**src/rtl/decoder_pkg.sv**
```systemverilog
// =============================================================================
// Module  : decoder_pkg
// Brief   : Shared state encoding and mode constants for decoder_scan_n.
// Revision: 1.0
// =============================================================================
`default_nettype none

package decoder_pkg;

    typedef enum logic [1:0] {
        IDLE   = 2'd0,
        DIRECT = 2'd1,
        SCAN   = 2'd2,
        BLANK  = 2'd3
    } state_t;

    localparam logic MODE_DIRECT = 1'b0;
    localparam logic MODE_SCAN   = 1'b1;

endpackage

`default_nettype wire

```
**src/rtl/decoder_scan_n_if.sv**
```systemverilog
// =============================================================================
// Module  : decoder_scan_n_if
// Brief   : Control/select handshake and decoded-output bundle of decoder_scan_n.
// Revision: 1.0
// =============================================================================
`default_nettype none

interface decoder_scan_n_if #(
    parameter int SEL_W   = 4,
    parameter int DWELL_W = 8
);
    localparam int OUT_W = 2**SEL_W;

    logic               en_i;
    logic               mode_i;
    logic [SEL_W-1:0]   sel_i;
    logic               sel_valid_i;
    logic               sel_ready_o;
    logic [DWELL_W-1:0] dwell_i;
    logic [SEL_W-1:0]   last_i;
    logic [OUT_W-1:0]   y_o;
    logic [SEL_W-1:0]   idx_o;
    logic               step_o;
    logic               wrap_o;

    modport slave (
        input  en_i, mode_i, sel_i, sel_valid_i, dwell_i, last_i,
        output sel_ready_o, y_o, idx_o, step_o, wrap_o
    );

    modport master (
        output en_i, mode_i, sel_i, sel_valid_i, dwell_i, last_i,
        input  sel_ready_o, y_o, idx_o, step_o, wrap_o
    );

endinterface

`default_nettype wire

```
**src/rtl/onehot_dec.sv**
```systemverilog
// =============================================================================
// Module  : onehot_dec
// Brief   : Combinational SEL_W-to-2**SEL_W one-hot decoder.
// Revision: 1.0
// =============================================================================
`default_nettype none

module onehot_dec #(
    parameter int SEL_W = 4
) (
    input  logic [SEL_W-1:0]      sel,
    output logic [(2**SEL_W)-1:0] y
);
    localparam int OUT_W = 2**SEL_W;

    generate
        for (genvar i = 0; i < OUT_W; i++) begin : g_bit
            assign y[i] = (sel == SEL_W'(i));
        end
    endgenerate

endmodule

`default_nettype wire

```
**src/rtl/decoder_scan_n.sv**
```systemverilog
// =============================================================================
// Module  : decoder_scan_n
// Brief   : Registered one-hot decoder with DIRECT (handshaked) and SCAN
//           (auto-sequencing) modes. Optional macro DEC_SCAN_BLANK_EN inserts
//           BLANK_CYC all-zero cycles between scan steps.
// Revision: 1.0
// =============================================================================
`default_nettype none

module decoder_scan_n #(
    parameter int SEL_W     = 4,
    parameter int DWELL_W   = 8,
    parameter int BLANK_CYC = 2
) (
    input  logic            clk_i,
    input  logic            rst_ni,
    decoder_scan_n_if.slave bus
);
    import decoder_pkg::*;

    localparam int OUT_W = 2**SEL_W;
    localparam int BLK_W = $clog2(BLANK_CYC + 1);
    localparam int CNT_W = (DWELL_W > BLK_W) ? DWELL_W : BLK_W;

    state_t             state, state_nxt;
    logic [CNT_W-1:0]   cnt, cnt_nxt;
    logic [SEL_W-1:0]   idx, idx_nxt;
    logic [OUT_W-1:0]   y, y_nxt;
    logic               step, step_nxt;
    logic               wrap, wrap_nxt;

    logic [SEL_W-1:0]   dec_sel;
    logic [OUT_W-1:0]   dec_y;
    logic [SEL_W-1:0]   scan_nxt;
    logic               scan_wrap;
    logic [DWELL_W-1:0] dwell_m1;
    logic               dwell_end;
    logic               exit_direct;
    logic               exit_scan;

    // Dwell of 0 behaves as 1; compare with >= so a live shrink ends the hold at once.
    assign dwell_m1  = (bus.dwell_i == '0) ? '0 : bus.dwell_i - DWELL_W'(1);
    assign dwell_end = (cnt >= CNT_W'(dwell_m1));

    assign scan_wrap = (idx >= bus.last_i);
    assign scan_nxt  = scan_wrap ? '0 : idx + SEL_W'(1);

    assign exit_direct = ~bus.en_i | (bus.mode_i != MODE_DIRECT);
    assign exit_scan   = ~bus.en_i | (bus.mode_i != MODE_SCAN);

    onehot_dec #(.SEL_W(SEL_W)) u_dec (
        .sel (dec_sel),
        .y   (dec_y)
    );

    always_comb begin
        state_nxt = state;
        cnt_nxt   = cnt;
        idx_nxt   = idx;
        y_nxt     = y;
        step_nxt  = 1'b0;
        wrap_nxt  = 1'b0;
        dec_sel   = scan_nxt;

        case (state)
            IDLE: begin
                cnt_nxt = '0;
                idx_nxt = '0;
                y_nxt   = '0;
                if (bus.en_i) begin
                    if (bus.mode_i == MODE_SCAN) begin
                        state_nxt = SCAN;
                        dec_sel   = '0;
                        y_nxt     = dec_y;
                        step_nxt  = 1'b1;
                    end else begin
                        state_nxt = DIRECT;
                    end
                end
            end

            DIRECT: begin
                dec_sel = bus.sel_i;
                // Exit wins over a coincident handshake.
                if (exit_direct) begin
                    state_nxt = IDLE;
                    cnt_nxt   = '0;
                    idx_nxt   = '0;
                    y_nxt     = '0;
                end else if (bus.sel_valid_i) begin
                    idx_nxt = bus.sel_i;
                    y_nxt   = dec_y;
                end
            end

            SCAN: begin
                if (exit_scan) begin
                    state_nxt = IDLE;
                    cnt_nxt   = '0;
                    idx_nxt   = '0;
                    y_nxt     = '0;
                end else if (dwell_end) begin
                    cnt_nxt = '0;
`ifdef DEC_SCAN_BLANK_EN
                    state_nxt = BLANK;
                    y_nxt     = '0;
`else
                    idx_nxt  = scan_nxt;
                    y_nxt    = dec_y;
                    step_nxt = 1'b1;
                    wrap_nxt = scan_wrap;
`endif
                end else begin
                    cnt_nxt = cnt + CNT_W'(1);
                end
            end

`ifdef DEC_SCAN_BLANK_EN
            BLANK: begin
                // idx keeps the previous index so last_i is still sampled live at blank end.
                if (exit_scan) begin
                    state_nxt = IDLE;
                    cnt_nxt   = '0;
                    idx_nxt   = '0;
                    y_nxt     = '0;
                end else if (cnt >= CNT_W'(BLANK_CYC - 1)) begin
                    state_nxt = SCAN;
                    cnt_nxt   = '0;
                    idx_nxt   = scan_nxt;
                    y_nxt     = dec_y;
                    step_nxt  = 1'b1;
                    wrap_nxt  = scan_wrap;
                end else begin
                    cnt_nxt = cnt + CNT_W'(1);
                end
            end
`endif

            default: begin
                state_nxt = IDLE;
                cnt_nxt   = '0;
                idx_nxt   = '0;
                y_nxt     = '0;
            end
        endcase
    end

    always_ff @(posedge clk_i or negedge rst_ni) begin
        if (!rst_ni) begin
            state <= IDLE;
            cnt   <= '0;
            idx   <= '0;
            y     <= '0;
            step  <= 1'b0;
            wrap  <= 1'b0;
        end else begin
            state <= state_nxt;
            cnt   <= cnt_nxt;
            idx   <= idx_nxt;
            y     <= y_nxt;
            step  <= step_nxt;
            wrap  <= wrap_nxt;
        end
    end

    assign bus.sel_ready_o = (state == DIRECT);
    assign bus.y_o         = y;
    assign bus.idx_o       = idx;
    assign bus.step_o      = step;
    assign bus.wrap_o      = wrap;

endmodule

`default_nettype wire

```
**src/flat_wrapper.sv**
```systemverilog
// flat-port wrapper written by rule: the top's interface ports become plain ports
module decoder_scan_n_flat import decoder_pkg::*;
#(
    parameter int SEL_W     = 4,
    parameter int DWELL_W   = 8,
    parameter int BLANK_CYC = 2
)
  (clk_i, rst_ni, bus_en_i, bus_mode_i, bus_sel_i, bus_sel_valid_i, bus_dwell_i, bus_last_i, bus_sel_ready_o, bus_y_o, bus_idx_o, bus_step_o, bus_wrap_o);
  decoder_scan_n_if #(.SEL_W(SEL_W), .DWELL_W(DWELL_W)) bus_i ();
  input  logic clk_i;
  input  logic rst_ni;
  input wire logic [$bits(bus_i.en_i)-1:0] bus_en_i;
  input wire logic [$bits(bus_i.mode_i)-1:0] bus_mode_i;
  input wire logic [$bits(bus_i.sel_i)-1:0] bus_sel_i;
  input wire logic [$bits(bus_i.sel_valid_i)-1:0] bus_sel_valid_i;
  input wire logic [$bits(bus_i.dwell_i)-1:0] bus_dwell_i;
  input wire logic [$bits(bus_i.last_i)-1:0] bus_last_i;
  output wire logic [$bits(bus_i.sel_ready_o)-1:0] bus_sel_ready_o;
  output wire logic [$bits(bus_i.y_o)-1:0] bus_y_o;
  output wire logic [$bits(bus_i.idx_o)-1:0] bus_idx_o;
  output wire logic [$bits(bus_i.step_o)-1:0] bus_step_o;
  output wire logic [$bits(bus_i.wrap_o)-1:0] bus_wrap_o;
  assign bus_i.en_i = bus_en_i;
  assign bus_i.mode_i = bus_mode_i;
  assign bus_i.sel_i = bus_sel_i;
  assign bus_i.sel_valid_i = bus_sel_valid_i;
  assign bus_i.dwell_i = bus_dwell_i;
  assign bus_i.last_i = bus_last_i;
  assign bus_sel_ready_o = bus_i.sel_ready_o;
  assign bus_y_o = bus_i.y_o;
  assign bus_idx_o = bus_i.idx_o;
  assign bus_step_o = bus_i.step_o;
  assign bus_wrap_o = bus_i.wrap_o;
  decoder_scan_n #(.SEL_W(SEL_W), .DWELL_W(DWELL_W), .BLANK_CYC(BLANK_CYC)) u_core (.clk_i(clk_i), .rst_ni(rst_ni), .bus(bus_i));
endmodule
```
**config.mk**
```make
export PLATFORM = sky130hd
export DESIGN_NAME = decoder_scan_n_flat
export DESIGN_NICKNAME = d
export VERILOG_FILES = /design/src/rtl/decoder_pkg.sv /design/src/rtl/decoder_scan_n_if.sv /design/src/rtl/onehot_dec.sv /design/src/rtl/decoder_scan_n.sv /design/src/flat_wrapper.sv
export SDC_FILE = /design/constraint.sdc
export NUM_CORES = 1
export LEC_CHECK = 0
export CAP_MARGIN = 40
export CORE_UTILIZATION = 55
export CTS_CLUSTER_DIAMETER = 40
export DETAILED_ROUTE_END_ITERATION = 12
export PLACE_DENSITY = 0.85
export SYNTH_ARGS = -nofsm -noshare
export SYNTH_HDL_FRONTEND = slang
export SYNTH_SLANG_ARGS = --single-unit
```
**constraint.sdc**
```tcl
create_clock -name clk_i -period 5.1 [get_ports clk_i]
set_input_delay 0.765 -clock clk_i [delete_from_list [all_inputs] [get_ports clk_i]]
set_output_delay 0.765 -clock clk_i [all_outputs]
set_load 0.02 [all_outputs]
```
==> flow_summary.yaml, run 1 <==
critical_path:
  worst_setup_path_start_kind: "input pin"
  reg2reg_setup_slack_ns: 2.34
  worstPathRequired_ns: 5.31
  max_stage_delay_on_crit_path_ns: 0.52
  r2r_start: "u_core.bus.idx_o[0]"
  timing.critical_path.cells: "clkdlybuf4s50_1, inv_1, ha_1, nand2_1, or2_2, or4_1, and2_1, ha_1, nand2b_1, a31oi_1, o211ai_2, o22ai_2, nor2b_1, a32o_1"
  ff2ff_path_depth: 8
  worst_ep_arrival_time_ns: 4.22
  worstReg2RegEnd: "u_core.bus.y_o[14]"
  critical_path_peak_fanout: 8
  worstPathBufferInverterCount: 2
  crit_path_end_kind: "flop"
  cp_slowest_cell: "or4_1"
  critical_path_class: "input pin to flop"
  crit_path_start: "bus_dwell_i[0]"
  crit_family: "simple AND/OR/NAND/NOR gates"
  critical-path-top-cell-by-count: "ha_1"
hold_path:
  whs_endpoint: "u_core.bus.y_o[3]"
  hold_depth: 1
  hold_path_startpoint: "u_core.bus.y_o[3]"
  class_of_the_tightest_hold_or_removal_check: "flop to flop"
synthesis:
  syn_inst: 213
  ys_top_cells_by_count: "32 x dfrtp_1, 28 x nand2_1, 19 x ha_1"
  proportion_of_register_bits_with_asynchronous_set_or_reset_after_synthesis_pct: 100.0
  synth_top_area_cell: "dfrtp_1"
  synth.ff_latch_count: 32
  synth_ff_type: "dfrtp_1"
  synth.most_common_cell: "dfrtp_1"
  yosysSeqAreaShare_pct: 38.39
  synth.top_cell.area_share_pct: 38.39
  syn_area_per_cell_um2: 9.792
  yosys.cell_types.count: 48
  synth.net_count: 253
  synth-edff-count: 0
  post_synth_main_area_contributors: "dfrtp_1 38%, ha_1 11%, nand2_1 5.0%"
  synth_warnings: 0
  synth.cell_area_um2: 2086
clock_tree:
  clkSlewWorstSetupHoldPaths_ns: 0.06
  cts_hold_buf: 0
  post_cts.resized_instances: 0
  clock_tree_from_tritoncts: "yes"
  clock-sinks: 32
  max-clock-path-buffers: 2
  cts-buffers-inserted: 5
  ctsHtreeMaxLevel: 2
  cts_post_setup_buffers_inserted: 0
  clock_latency_late_sink_ns: 0.28
  clk_root_buffer_cell: "clkbuf_8"
global_route:
  globalRoute.totalOverflow: 0
  antenna_found_initial: 0
  grt_usage_pct: 24.42
  grt_start_max_net_pins: 33
  wire_length_of_the_first_global_routing_pass_um: 7624
  first_global_vias: 1723
layout:
  fin_area_um2: 2653
  layout.core_utilization_pct: 72.45
  synthToLayoutAreaGrowth_pct: 27.17
  nets: 299
  drive_above_1_share_pct: 8.846
  diodes_inserted: 0
sta:
  slew_headroom_pct: 57.98
  finalWorstPathRequiredPeriod_ns: 4.007
  skew_ns: 0.005833
  grt_setup_unrepaired: "no"
  finalWorstSetupSlack_ns: 1.093
  fmax_mhz: 249.6
  layout_worst_path_cycle_share_pct: 78.57
  max_slew.worst_pin.slew_ns: 0.6237
  tns_ns: 0
  hold_viol_final: 0
  report.final.slew_viol_count: 0
  setup_violations: 0
route:
  drt_drc_violations_left: 0
  drt_iter0_markers: 84
  antenna_left: 0
  routed_wl_um: 4555
  dr.pass1.iters: 4
  route.detailed.wl_per_inst_um: 14.79
  num_vias: 1777
  detail_routed_via_count_per_cell: 5.769
floorplan:
  placement_rows: 22
  boundaryPins: 44
  floorplan.die_area_um2: 4042
  placeableCoreArea_um2: 3661
  start_util_pct: 56.97
  die-width_um: 63.58
  die_h_um: 63.58
run_status:
  run_status: "completed"
power:
  ir_drop_mv: 0.1814
  power.leakage_nw: 1.197
  post-layout-total-power_w: 0.0008156
  powerDensity_nw_per_um2: 307.5
place:
  placement.cell_area_um2: 2562
  globalplace.congestion: 0.8194
  post-dp-hpwl_um: 3296
  count_of_port_buffers_added_during_placement: 43
  pre_cts_ws_ns: 0.8391
flow_run:
  max_cap_viols: 0
-- cells in the final DEF (no fill, tap or decap), types with 3 or more instances in the layout --
cell type | synthesis | routed
a21oi_1 | 4 | 4
a22o_1 | 11 | 11
a32o_1 | 8 | 8
clkbuf_8 | 0 | 6
clkdlybuf4s50_1 | 0 | 43
dfrtp_1 | 32 | 32
ha_1 | 19 | 19
inv_1 | 13 | 13
nand2_1 | 28 | 28
nand3_1 | 6 | 6
nor2_1 | 15 | 15
nor3_1 | 4 | 4
nor3b_1 | 3 | 3
o21a_1 | 3 | 3
o21ai_0 | 10 | 10
o22ai_1 | 5 | 5
or2_2 | 3 | 3
xor2_1 | 5 | 5
-- worst max path at each step --
stage          slack (ns)            endpoint  depth (start not counted)
2_1_floorplan        1.45   u_core.bus.y_o[6]                         14
3_3_place_gp         0.95   u_core.bus.y_o[7]                         14
5_1_grt              0.80  u_core.bus.y_o[14]                         14
6_report             1.09  u_core.bus.y_o[14]                         14
3_5_place_dp         0.84   u_core.bus.y_o[7]                         14
4_1_cts              1.11  u_core.bus.y_o[14]                         14
-- stage by stage --
step / hold slack [ns] / instances
after floorplan: 0.4694 / 213
after global placement: 0.4832 / 300
after detailed placement: 0.4816 / 300
after CTS: 0.5062 / 308
after global routing: 0.5212 / 308
final: 0.5077 / 308
-- area by class of cell --
type                            instances  area [um2]
Clock buffer                            8       90.09
Fill cell                             278        1008
Inverter                               13       48.80
Multi-Input combinational cell        162        1207
Sequential cell                        32       800.8
Tap cell                               48       60.06
Timing Repair Buffer                   45       445.4
-- state kept, by name (all words and copies together) (netlist names) --
signal and flops:
u_core.bus.idx_o 4, u_core.bus.step_o 1, u_core.bus.wrap_o 1, u_core.bus.y_o 16
u_core.cnt 8, u_core.state 2
-- per-layer routing --
| layer | global-route usage [%] | vias up | part of all wire (%) |
|---|---|---|---|
| met3 | 5.797 | 11 | 5.4 |
| met2 | 40.03 | 55 | 47 |
| li1 | - | 868 | - |
| met5 | 0 | - | 0 |
| met1 | 31.37 | 843 | 46 |
| met4 | 8.239 | 0 | 1.3 |
-- where the power goes --
part	switching, W	total, W	internal [W]	leakage (nW)
sequential	0.0000184	0.000291	0.000273	0.444
clock	0.0000859	0.000196	0.000110	0.0455
combinational	0.000197	0.000329	0.000131	0.708
-- cells by family (layout without fill, tap and decap cells) --
kind of cell | count (synthesis) | after routing | synth area share [%]
adders and majority gates | 19 | 19 | 11.40
muxes | 2 | 2 | 0.9598
xor gates and xnor gates | 7 | 7 | 2.939
and+or+nand+nor | 78 | 78 | 20.28
buffers and inverters | 19 | 66 | 3.719
DFF | 32 | 32 | 38.39
AOI/OAI and AO/OA | 56 | 56 | 22.31
-- worst register-to-register path, delay by kind of cell, from the launching register on --
family | cells | cell delay [ns]
AOI/OAI and AO/OA | 4 | 1.15
adders and majority gates | 1 | 0.31
buffers and inverters | 1 | 0.10
DFF | 1 | 0.49
and+or+nand+nor | 2 | 0.65
No activity file was read; power rests on OpenSTA's default activity.
==> run 2, diff against run 1 <==
--- a/config.mk
+++ b/config.mk
@@ -6,10 +6,10 @@
 export NUM_CORES = 1
 export LEC_CHECK = 0
 export CAP_MARGIN = 40
-export CORE_UTILIZATION = 55
+export CORE_UTILIZATION = 51
 export CTS_CLUSTER_DIAMETER = 40
 export DETAILED_ROUTE_END_ITERATION = 12
-export PLACE_DENSITY = 0.85
+export PLACE_DENSITY = 0.8
 export SYNTH_ARGS = -nofsm -noshare
 export SYNTH_HDL_FRONTEND = slang
 export SYNTH_SLANG_ARGS = --single-unit
==> constraint.sdc (replaced) <==
create_clock -name clk_i -period 3.9 [get_ports clk_i]
set_input_delay 0.585 -clock clk_i [delete_from_list [all_inputs] [get_ports clk_i]]
set_output_delay 0.585 -clock clk_i [all_outputs]
set_load 0.02 [all_outputs]
==> run 2 against run 1 <==
Against the previous run: clock power grew 57%; routed wire length grew 1.7%; final cell count grew 1.6%; largest cell class unchanged; sequential power grew 31%; sequential cell count is the same; largest power group unchanged.
==> flow_summary.yaml, run 2 (same netlist as run 1, synthesis figures left out) <==
run_status:
  run_status: "completed"
critical_path:
  cp_slowest_cell: "or4_1"
  critical_path_peak_fanout: 6
  crit_family: "simple AND/OR/NAND/NOR gates"
  worst_setup_path_start_kind: "input pin"
  worst_ep_arrival_time_ns: 3.82
  crit_path_end_kind: "flop"
  max_stage_delay_on_crit_path_ns: 0.51
  worstPathBufferInverterCount: 3
  worstPathRequired_ns: 4.06
  timing.critical_path.cells: "clkdlybuf4s50_1, inv_1, ha_1, nand2_1, or2_2, or4_1, and2_1, ha_1, nand2b_1, a31oi_1, o211ai_2, o22ai_2, buf_4, nor3_2, a22o_1"
  critical-path-top-cell-by-count: "ha_1"
  critical_path_class: "input pin to flop"
place:
  globalplace.congestion: 0.7838
  post-dp-hpwl_um: 3531
  placement.cell_area_um2: 2600
  pre_cts_ws_ns: -0.07346
  count_of_port_buffers_added_during_placement: 43
power:
  powerDensity_nw_per_um2: 416.2
  post-layout-total-power_w: 0.001128
  ir_drop_mv: 0.2211
  power.leakage_nw: 1.233
sta:
  max_slew.worst_pin.slew_ns: 0.6211
  report.final.slew_viol_count: 0
  hold_viol_final: 0
  finalWorstPathRequiredPeriod_ns: 3.663
  layout_worst_path_cycle_share_pct: 93.92
  grt_setup_unrepaired: "no"
  finalWorstSetupSlack_ns: 0.2369
  skew_ns: 0.01059
  slew_headroom_pct: 58.50
  tns_ns: 0
  setup_violations: 0
  fin_hold_ws_ns: 0.4998
  fmax_mhz: 273.0
floorplan:
  boundaryPins: 44
  die-width_um: 65.95
  placement_rows: 22
  placeableCoreArea_um2: 3799
  die_h_um: 65.95
  floorplan.die_area_um2: 4349
  start_util_pct: 54.91
layout:
  fin_area_um2: 2710
  final-seq-area_um2: 800.8
  final_cell_mix: "43 x clkdlybuf4s50_1, 32 x dfrtp_1, 28 x nand2_1"
  drive_above_1_share_pct: 11.32
  synthToLayoutAreaGrowth_pct: 29.93
  largest_register_ff_count: 16
  diodes_inserted: 0
  layout_commonest_cell: "clkdlybuf4s50_1"
  combined_area_of_the_multi_input_logic_cells_um2: 1210
  nets: 304
  fillCellCount: 316
global_route:
  globalRoute.totalOverflow: 0
  grt_usage_pct: 23.74
  antenna_found_initial: 0
  first_global_vias: 1787
  wire_length_of_the_first_global_routing_pass_um: 7941
  grt_start_max_net_pins: 33
hold_path:
  class_of_the_tightest_hold_or_removal_check: "flop to flop"
clock_tree:
  clock_latency_late_sink_ns: 0.28
  cts_post_setup_buffers_inserted: 0
  clock_tree_from_tritoncts: "yes"
  max-clock-path-buffers: 2
  clkSlewWorstSetupHoldPaths_ns: 0.06
  post_cts.resized_instances: 0
  cts-buffers-inserted: 5
  clk_root_buffer_cell: "clkbuf_8"
  clock-sinks: 32
  ctsHtreeMaxLevel: 2
  cts_hold_buf: 0
route:
  drt_drc_violations_left: 0
  antenna_left: 0
  drt_iter0_markers: 192
  num_vias: 1811
  routed_wl_um: 4632
  route.detailed.wl_per_inst_um: 14.80
  detail_routed_via_count_per_cell: 5.786
  dr.pass1.iters: 4
flow_run:
  max_cap_viols: 0
==> run 2: changes by cell type in the layout (fill, tap and decap cells not counted), sizes merged <==
cell | before | now
bufinv | 0 | 1
clkbuf | 8 | 6
clkinv | 0 | 1
buf | 2 | 7
==> run 2: report_power, final <==
group / internal, W / switching, W / leakage [nW]
combinational: 0.000184 / 0.000255 / 0.734
sequential: 0.000357 / 0.0000237 / 0.444
clock: 0.000189 / 0.000119 / 0.0552
total: 0.000730 / 0.000397 / 1.23
==> run 2: worst paths after layout <==
check | endpoint | slack [ns] | from | depth (start not counted)
setup reg to reg | u_core.bus.y_o[3] | 1.25 | u_core.state[1] | 7
min in group asynchronous | u_core.cnt[3] | 0.70 | rst_ni | 2
hold reg to reg | u_core.bus.y_o[15] | 0.50 | u_core.bus.y_o[15] | 1
setup / recovery | u_core.bus.y_o[5] | 0.24 | bus_dwell_i[0] | 15
max in group asynchronous | u_core.bus.idx_o[0] | 2.90 | rst_ni | 2
hold / removal | u_core.bus.y_o[15] | 0.50 | u_core.bus.y_o[15] | 1
==> run 2: final cells by class <==
| type | instances | area share (%) |
|---|---|---|
| inverter | 13 | 1.801 |
| clock buffer | 6 | 2.678 |
| clock inverter | 2 | 1.293 |
| timing repair buffer | 50 | 17.82 |
| tap | 48 | 2.216 |
| sequential | 32 | 29.55 |
| multi-input combinational | 162 | 44.64 |
==> run 2: through the flow <==
step           util (%)  std cells
6_report          71.34        313
5_1_grt           71.34        313
4_1_cts           71.28        313
3_5_place_dp      68.45        305
3_3_place_gp      68.45        305
2_1_floorplan         -        213
==> run 2: worst register-to-register path, cell delays in order, from the launching register on <==
cell	delay, ns
dfrtp_1	0.42
inv_1	0.12
ha_1	0.37
nor2_1	0.11
a2111oi_2	0.56
nand2_1	0.19
nor3b_1	0.57
a32o_1	0.25
==> run 2: routing by layer <==
metal / track usage (%) / routed length, um / vias up
li1: - / - / 880
met1: 31.11 / 2155 / 872
met2: 38.65 / 2138 / 49
met3: 5.862 / 271 / 10
met4: 6.915 / 66 / 0
met5: 0 / 0 / -
==> run 3, diff against run 2 <==
--- a/config.mk
+++ b/config.mk
@@ -6,6 +6,7 @@
 export NUM_CORES = 1
 export LEC_CHECK = 0
 export CAP_MARGIN = 40
+export CORE_MARGIN = 3
 export CORE_UTILIZATION = 51
 export CTS_CLUSTER_DIAMETER = 40
 export DETAILED_ROUTE_END_ITERATION = 12
==> run 3 against run 2 <==
Against the previous run: setup slack improved by 0.022 ns; maximum frequency rose by 0.61%; critical path type unchanged; clock skew fell by 0.00090 ns; sequential cell count did not move; largest cell class unchanged; routed wire length rose by 2.6%; first-iteration DRC count fell by 36%; sequential share of layout area fell by 0.16 points; final cell count did not move; via count fell by 0.44%.
==> flow_summary.yaml, run 3 (same netlist as run 1, synthesis figures left out) <==
run_status:
  run_status: "completed"
route:
  wl_met1_um: 2190
  route.detailed.wl_per_inst_um: 15.18
  routed_wl_um: 4751
  dr_wl_met3_um: 259
  detail_routed_via_count_per_cell: 5.760
  top_layer: "met4"
  antenna_left: 0
  drt_drc_violations_left: 0
  dr.pass1.iters: 4
  drt_iter0_markers: 123
  routed-wl-met2_um: 2282
  num_vias: 1803
critical_path:
  reg2reg_setup_slack_ns: 1.23
  worstReg2RegEnd: "u_core.bus.y_o[8]"
  timing.critical_path.cells: "clkdlybuf4s50_1, inv_1, ha_1, nand2_1, or2_2, or4_1, and2_1, ha_1, nand2b_1, a31oi_1, o211ai_2, o22ai_4, nor3_1, buf_4, a22o_1"
  critical-path-top-cell-by-count: "ha_1"
  worstPathRequired_ns: 4.07
  crit_path_end: "u_core.bus.y_o[8]"
  critical_path_class: "input pin to flop"
  crit_path_end_kind: "flop"
  critical_path_peak_fanout: 6
  crit_path_start: "bus_dwell_i[0]"
  max_stage_delay_on_crit_path_ns: 0.50
  worst_ep_arrival_time_ns: 3.81
  ff2ff_path_depth: 9
  r2r_start: "u_core.bus.idx_o[0]"
  worst_setup_path_start_kind: "input pin"
  cp_slowest_cell: "or4_1"
floorplan:
  die_h_um: 69.95
  placeableCoreArea_um2: 3799
  boundaryPins: 44
  die-width_um: 69.95
  floorplan.die_area_um2: 4893
  placement_rows: 22
  start_util_pct: 54.91
sta:
  fmax_mhz: 274.7
  max_slew.worst_pin.slew_ns: 0.6179
  layout_worst_path_cycle_share_pct: 93.35
  skew_ns: 0.009682
  setup_violations: 0
  slew_headroom_pct: 58.72
  grt_setup_unrepaired: "no"
  hold_viol_final: 0
  report.final.slew_viol_count: 0
  finalWorstPathRequiredPeriod_ns: 3.641
  tns_ns: 0
place:
  count_of_port_buffers_added_during_placement: 43
  globalplace.congestion: 0.8496
  placement.cell_area_um2: 2600
  post-dp-hpwl_um: 3588
power:
  powerDensity_nw_per_um2: 419.8
  power.leakage_nw: 1.232
  ir_drop_mv: 0.3230
global_route:
  wire_length_of_the_first_global_routing_pass_um: 8521
  globalRoute.totalOverflow: 0
  grt_start_max_net_pins: 33
  grt_usage_pct: 21.11
  antenna_found_initial: 0
  first_global_vias: 1850
clock_tree:
  cts_post_setup_buffers_inserted: 0
  clock-sinks: 32
  cts-buffers-inserted: 5
  max-clock-path-buffers: 2
  clock_tree_from_tritoncts: "yes"
  cts_hold_buf: 0
  clkSlewWorstSetupHoldPaths_ns: 0.07
  ctsHtreeMaxLevel: 2
  clk_root_buffer_cell: "clkbuf_8"
  clock_latency_late_sink_ns: 0.29
layout:
  nets: 304
  fin_area_um2: 2725
  largest_register_ff_count: 16
  final_cell_mix: "43 x clkdlybuf4s50_1, 32 x dfrtp_1, 28 x nand2_1"
  layout_commonest_cell: "clkdlybuf4s50_1"
  synthToLayoutAreaGrowth_pct: 30.65
  diodes_inserted: 0
  drive_above_1_share_pct: 11.70
hold_path:
  class_of_the_tightest_hold_or_removal_check: "flop to flop"
flow_run:
  max_cap_viols: 0
run 3: worst min-delay path by stage:
stage	from	end	slack [ns]	cells after the start
6_report	u_core.bus.y_o[10]	u_core.bus.y_o[10]	0.49	1
5_1_grt	u_core.bus.y_o[14]	u_core.bus.y_o[14]	0.52	1
4_1_cts	u_core.bus.y_o[10]	u_core.bus.y_o[10]	0.50	1
3_5_place_dp	u_core.bus.y_o[14]	u_core.bus.y_o[14]	0.49	1
3_3_place_gp	u_core.bus.y_o[2]	u_core.bus.y_o[2]	0.48	1
2_1_floorplan	rst_ni	u_core.bus.idx_o[0]	0.29	0
run 3: cell type report:
class                           instances  area [um2]
Timing Repair Buffer                   50       486.7
Inverter                               13       48.80
Clock buffer                            5       68.82
Clock inverter                          3       42.54
Fill cell                             302        1074
Multi-Input combinational cell        162        1217
Tap cell                               48       60.06
Sequential cell                        32       800.8
run 3: critical path: cells and delay by family:
| kind | cells | cell delay [ns] |
|---|---|---|
| buf+inv | 3 | 0.66 |
| fa+ha+maj | 2 | 0.44 |
| compound gates | 4 | 0.82 |
| simple gates | 6 | 1.29 |
run 3: routing by layer:
| metal | vias up | track usage (%) |
|---|---|---|
| met5 | - | 0 |
| li1 | 883 | - |
| met2 | 65 | 32.74 |
| met3 | 2 | 5.324 |
| met1 | 853 | 29.56 |
| met4 | 0 | 5.106 |
run 3: timing repair:
action,CTS,global route
hold endpoints to repair,0,0
setup endpoints to repair,0,10
resized for setup,0,3
run 3: power breakdown:
group          internal, W  total (W)  switching (W)
clock network     0.000189   0.000319       0.000130
registers         0.000357   0.000380      0.0000233
logic             0.000185   0.000445       0.000260
total             0.000731    0.00114       0.000413
run 3: metrics by stage:
step | hold slack (ns) | util, % | cells | setup WS (ns) | total power [W]
after floorplan | 0.2894 | - | 213 | 0.4350 | 0.0006793
after global placement | 0.4844 | 68.45 | 305 | 0.002436 | 0.0008151
after global routing | 0.5248 | 71.74 | 313 | 0.04377 | 0.001211
after CTS | 0.4964 | 71.38 | 313 | 0.1775 | 0.001143
final | 0.4922 | 71.74 | 313 | 0.2592 | 0.001144
after detailed placement | 0.4851 | 68.45 | 305 | -0.1099 | 0.0008230
